[config.mk]
export PLATFORM = sky130hd
export DESIGN_NAME = amba3_apb_mem_slave
export DESIGN_NICKNAME = d
export VERILOG_FILES = /design/src/rtl/amba3_apb_mem_slave.sv
export SDC_FILE = /design/constraint.sdc
export NUM_CORES = 2
export LEC_CHECK = 0
export CORE_MARGIN = 2
export CORE_UTILIZATION = 40
export DETAILED_ROUTE_END_ITERATION = 16
export GPL_ROUTABILITY_DRIVEN = 0
export RECOVER_POWER = 100
export SLEW_MARGIN = 0
export SYNTH_ARGS = -nofsm -noshare
export SYNTH_HDL_FRONTEND = slang
export SYNTH_SLANG_ARGS = --single-unit
[constraint.sdc]
create_clock -name pclk -period 8.7 [get_ports pclk]
set_input_delay 1.74 -clock pclk [delete_from_list [all_inputs] [get_ports pclk]]
set_output_delay 1.74 -clock pclk [all_outputs]
set_load 0.02 [all_outputs]
[src/rtl/amba3_apb_mem_slave.sv]
// AMBA 3 APB completer backed by a word-addressed register memory.
// Supports runtime access-phase wait states and PSLVERR on unaligned/out-of-range addresses.
module amba3_apb_mem_slave #(
  parameter int unsigned ADDR_SIZE = 32,
  parameter int unsigned DATA_SIZE = 32,
  parameter int unsigned MEM_DEPTH = 64,
  parameter int unsigned WAIT_W    = 4
) (
  input  logic                 pclk,
  input  logic                 preset,
  input  logic                 psel,
  input  logic                 penable,
  input  logic                 pwrite,
  input  logic [ADDR_SIZE-1:0] paddr,
  input  logic [DATA_SIZE-1:0] pwdata,
  output logic [DATA_SIZE-1:0] prdata,
  output logic                 pready,
  output logic                 pslverr,
  input  logic [WAIT_W-1:0]    wait_cfg
);

  localparam int unsigned DATA_BASE = $clog2(DATA_SIZE / 8);
  localparam int unsigned IDX_W     = $clog2(MEM_DEPTH);
  localparam logic [ADDR_SIZE-1:0] ALIGN_MASK = ADDR_SIZE'((64'd1 << DATA_BASE) - 64'd1);
  localparam logic [ADDR_SIZE-1:0] DEPTH_A    = ADDR_SIZE'(MEM_DEPTH);

  typedef enum logic [1:0] {
    S_IDLE,
    S_WAIT,
    S_RESP
  } state_e;

  state_e               state_q, state_d;
  logic                 wr_q, wr_d;
  logic                 err_q, err_d;
  logic [IDX_W-1:0]     idx_q, idx_d;
  logic [DATA_SIZE-1:0] wdata_q, wdata_d;
  logic [WAIT_W-1:0]    cnt_q, cnt_d;
  logic                 pready_q, pready_d;
  logic                 pslverr_q, pslverr_d;
  logic [DATA_SIZE-1:0] prdata_q, prdata_d;
  logic [DATA_SIZE-1:0] mem_q [MEM_DEPTH];
  logic                 mem_we;

  logic                 setup, setup_err;
  logic [IDX_W-1:0]     setup_idx;
  logic                 ld_wr, ld_err;
  logic [IDX_W-1:0]     ld_idx;

  assign setup     = psel & ~penable;
  assign setup_err = (|(paddr & ALIGN_MASK)) | ((paddr >> DATA_BASE) >= DEPTH_A);
  assign setup_idx = paddr[DATA_BASE +: IDX_W];

  // Response is loaded either straight from the setup bus (no waits) or from the setup latch.
  assign ld_wr  = (state_q == S_IDLE) ? pwrite    : wr_q;
  assign ld_err = (state_q == S_IDLE) ? setup_err : err_q;
  assign ld_idx = (state_q == S_IDLE) ? setup_idx : idx_q;

  always_comb begin
    state_d   = state_q;
    wr_d      = wr_q;
    err_d     = err_q;
    idx_d     = idx_q;
    wdata_d   = wdata_q;
    cnt_d     = cnt_q;
    pready_d  = pready_q;
    pslverr_d = pslverr_q;
    prdata_d  = prdata_q;
    mem_we    = 1'b0;

    unique case (state_q)
      S_IDLE: begin
        if (setup) begin
          wr_d    = pwrite;
          err_d   = setup_err;
          idx_d   = setup_idx;
          wdata_d = pwdata;
          if (wait_cfg == '0) begin
            state_d   = S_RESP;
            pready_d  = 1'b1;
            pslverr_d = ld_err;
            prdata_d  = (!ld_wr && !ld_err) ? mem_q[ld_idx] : '0;
          end else begin
            state_d = S_WAIT;
            cnt_d   = wait_cfg;
          end
        end
      end
      S_WAIT: begin
        if (!psel) begin
          state_d   = S_IDLE;
          pready_d  = 1'b0;
          pslverr_d = 1'b0;
          prdata_d  = '0;
        end else if (penable) begin
          if (cnt_q == WAIT_W'(1)) begin
            state_d   = S_RESP;
            pready_d  = 1'b1;
            pslverr_d = ld_err;
            prdata_d  = (!ld_wr && !ld_err) ? mem_q[ld_idx] : '0;
          end else begin
            cnt_d = cnt_q - WAIT_W'(1);
          end
        end
      end
      S_RESP: begin
        if (!psel || penable) begin
          mem_we    = psel & wr_q & ~err_q;
          state_d   = S_IDLE;
          pready_d  = 1'b0;
          pslverr_d = 1'b0;
          prdata_d  = '0;
        end
      end
      default: state_d = S_IDLE;
    endcase
  end

  always_ff @(posedge pclk) begin
    if (preset) begin
      state_q   <= S_IDLE;
      wr_q      <= 1'b0;
      err_q     <= 1'b0;
      idx_q     <= '0;
      wdata_q   <= '0;
      cnt_q     <= '0;
      pready_q  <= 1'b0;
      pslverr_q <= 1'b0;
      prdata_q  <= '0;
      for (int unsigned i = 0; i < MEM_DEPTH; i++) begin
        mem_q[i] <= '0;
      end
    end else begin
      state_q   <= state_d;
      wr_q      <= wr_d;
      err_q     <= err_d;
      idx_q     <= idx_d;
      wdata_q   <= wdata_d;
      cnt_q     <= cnt_d;
      pready_q  <= pready_d;
      pslverr_q <= pslverr_d;
      prdata_q  <= prdata_d;
      if (mem_we) begin
        mem_q[idx_q] <= wdata_q;
      end
    end
  end

  assign prdata  = prdata_q;
  assign pready  = pready_q;
  assign pslverr = pslverr_q;

endmodule

# Word-level counts from Yosys, hierarchy flattened
# Memories as Yosys holds them, arrays and structs flattened.
# Cells that the tools add are included.
# op_classes
n_reduce_logical,15
magnitude_cmp,1
n_eq_ne,12
n_mux,47
bitwise_logic,6
n_addsub,1
# ops
op,n
$mux W32,8
$pmux W32 S3,1
$reduce_or A32 Y1,1
$ge A30 B7 Y1 const B,1
$mux W1,21
$mux W4,5
$mux W2,6
$mux W6,2
$ne A2 B2 Y1 const B,6
$reduce_and A6 Y1,2
$pmux W4 S2,1
$ne A3 B3 Y1 const B,2
$pmux W1 S3,2
$pmux W2 S3,1
$eq A4 B1 Y1 const B,1
$logic_not A4 Y1,1
$reduce_and A4 Y1,1
$sub A4 B1 Y4 const B,1
$and A1 B1 Y1,3
$logic_not A1 Y1,3
$reduce_bool A3 Y1,1
$eq A2 B1 Y1 const B,1
$eq A2 B2 Y1 const B,1
$logic_not A2 Y1,1
8 further kinds,9
# totals
mem_count,1
ram_bits,2048
wordCells,92
register_bits,80
# mem_list
name,words,width,rd,rd_ports_with_merged_regs,write_ports,line,rtl
mem_q,64,32,1,0,64,42,logic [DATA_SIZE-1:0] mem_q [MEM_DEPTH];

# Logic depth before layout (Yosys ltp)
# depth
ltp_word,10
ltp_mapped,14
ltp_nobuf,9

# Worst setup path after synthesis
# OpenSTA, ideal clock, no wires.
# synth_timing
path_type,input-to-reg
start,input port preset
end,memory mem_q[62][0] (enable)
cell_stages,6
t_required_ps,8325
path_buffers,1
arrival_time_ps,3561
slack_ps,4765
path_cell_list,clkbuf_1 > nand4b_4 > nor3b_4 > nand4_2 > nor3_1 > or2_2
# synth_rtl
element,line,rtl
"start, declared",10,"input logic preset,"
"end, declared",42,

==> impl_metrics.ini <==
[die]
rows = 182
die_w_um = 501.5
core_area_mm2 = 0.2459
die_h_um = 501.5
ios = 107
initial_core_util_pct = 40.25
die_area_mm2 = 0.2515

[global_routing]
grt_pass1_wl_um = 473700
grt_max_degree = 128
grt_antenna_before_repair = 25
grt_overflow = 0
grt_pass1_vias = 65810
grtUsageTotal_pct = 25.95

[synth]
yosysWarnings = 0
async_reset_ff_share_pct = 0
syn_area_mm2 = 0.09899
syn_area_per_cell_um2 = 11.43
synth_fp_nets = 8737
ys.flop_type = edfxtp_1
ys_seq_area_share_pct = 63.74
synth_edf_count = 2048
synth_cell_types = 71
synthCells = 8658
ys_ff_latch = 2128

[setup_path]
critPathRequiredTime_ns = 9.21
cp-startpoint = psel
end_kind = flip-flop
worst_r2r_endpoint = mem_q[3][12]
cp-endpoint = mem_q[3][12]
r2r_start = state_q[0]
cp_max_fo = 33
r2r_slack_ns = 2.40
worst_setup_path_start_kind = input port
worstRegToRegCells = 9
path_class = in -> reg
arrival_ns = 7.75

[place]
dpl.cell_count = 11380
hpwl_um = 187700
port_buffers = 106
place_area_mm2 = 0.1029

[final_layout]
final_nets = 8469
drive_above_1_share_pct = 8.296
final_common_cell = edfxtp_1
finalNonFillerCells = 11800
fin_area_mm2 = 0.1097
syn_to_final_growth_pct = 10.80
post-route-util_pct = 44.60
layout_common_cells = edfxtp_1, nand2_1, and2_1, nand3_1, and2_0

[timing]
slew_viol_final = 1156
rsz0062_at_grt = false
finalHoldViolCount = 0
holdWs_ns = 0.4579
final.setup.tns_ns = 0
setup_viol_count_final = 0
clock-skew-final_ns = 0.03750
worstMarginPinSlew_ns = 4.559
relSlewSlack_pct = -203.9
clock.fmax_ghz = 0.1381
period_share_pct = 83.22
fin_crit_ns = 7.240

[cts]
cts-root-buf = clkbuf_16
clock_latency_ns = 0.89
cts_buffers = 224
ctsHoldBuffers = 0
cts_buffer_depth = 3
post-cts-setup-buffer-count = 0
cts_resized = 0
h-tree-depth = 4
cts_sinks = 2128
clk_pin_slew_ns = 0.06
cts_tree = built

[routing]
post_drt_wl_per_cell_um = 28.08
ant_nets = 0
vias = 67530
drtIter0Drc = 8368
drt_pass1_iterations = 6
drc = 0
drt-total-wl_um = 331300
vias_per_cell = 5.724

[run]
drv_cap = 37

[pwr]
leakage_nw = 39.11
ir_drop_mv = 0.2705
powerDensity_mw_per_mm2 = 223.6

[hold_path]
hold_path_class = reg -> reg

[outcome]
violations = capacitance limit, slew limit
run_status = finished, violations left
==> cell type report <==
cell class / count / area, µm²
Tap cell: 3220 / 4029
Timing Repair Buffer: 323 / 2858
Inverter: 9 / 33.78
Antenna cell: 9 / 22.52
Multi-Input combinational cell: 5704 / 32640
Clock inverter: 90 / 708.2
Sequential cell: 2128 / 63140
Clock buffer: 316 / 6259
Fill cell: 22410 / 136200
==> metal layers <==
metal | GRT usage (%) | vias to the layer above | routed length, µm
met5 | 0 | - | 52
met4 | 11.48 | 8 | 16460
met3 | 5.473 | 666 | 31420
met2 | 40.91 | 3272 | 151300
met1 | 34.49 | 34110 | 132100
li1 | - | 29470 | -
==> cell families after synthesis <==
| group | Yosys count | synth area share [%] |
|---|---|---|
| DFF | 2128 | 63.74 |
| adders and majority gates | 6 | 0.07583 |
| and+or+nand+nor | 4919 | 25.66 |
| muxes | 223 | 2.992 |
| AOI/OAI and AO/OA | 556 | 3.935 |
| buffers and inverters | 826 | 3.600 |
==> sequential cells by signal, summed over array words and instances, names as in the netlist <==
register	count
mem_q	2048
prdata	32
wdata_q	32
idx_q	6
cnt_q	4
state_q	2
err_q	1
pready	1
pslverr	1
wr_q	1
==> worst min-delay path by stage <==
stage	from	end	slack, ns	cells past startpoint
floorplan	wr_q	wr_q	0.45	2
global placement	pslverr	pslverr	0.44	2
detailed placement	pslverr	pslverr	0.46	2
CTS	pslverr	pslverr	0.47	2
global route	pslverr	pslverr	0.48	2
finish	pslverr	pslverr	0.46	2
==> worst max-delay path: stages <==
cell           delay [ns]
dlygate4sd3_1        0.70
nand4b_2             0.17
nor3b_1              1.53
nand4b_1             1.34
nor2_2               0.36
clkbuf_1             1.08
or2_2                0.38
buf_4                0.41
==> metrics by stage <==
| stage | total power (W) | worst slack (ns) |
|---|---|---|
| 6_report | 0.02453 | 1.460 |
| 3_3_place_gp | 0.01528 | 2.078 |
| 2_1_floorplan | 0.01383 | 4.765 |
| 5_1_grt | 0.02514 | 1.471 |
| 3_5_place_dp | 0.01532 | 2.355 |
| 4_1_cts | 0.02450 | 3.281 |
==> synth_stat cells, types with 9 or more instances <==
master        n  area (µm²)
and3_1       84       525.5
a221oi_1     27       236.5
a211o_1      11       96.34
buf_4        23       172.7
mux4_2       55        1239
o211ai_1     32       240.2
nor3_1       11       55.05
a22oi_1      17       127.6
a32oi_1      29       254.0
a31oi_1      19       118.9
a21oi_1     149       745.7
buf_6        12       135.1
nor4_1       10       62.56
nor2b_1      37       231.5
inv_1         9       33.78
clkbuf_1    527        1978
nor2_1      101       379.1
dfxtp_1      80        1602
nand4_1      47       294.0
nand2_1    1679        6302
nand3_1     807        4039
buf_2       229        1146
a311oi_1     69       604.3
edfxtp_1   2048       61500
o21ai_0      42       210.2
a41o_1       11       110.1
or2_2        65       406.6
o31ai_1      39       292.8
o22ai_1      36       225.2
a21o_1       14       105.1
buf_1        26       97.59
and2_1     2049       12820
o2111ai_1    28       245.2
mux2i_1     158        1582
==> report_power, final <==
group / internal, W / switching [W]
Clock: 0.00528 / 0.00407
Combinational: 0.000859 / 0.00264
Sequential: 0.0115 / 0.000125
No activity file was read; power rests on OpenSTA's default activity.
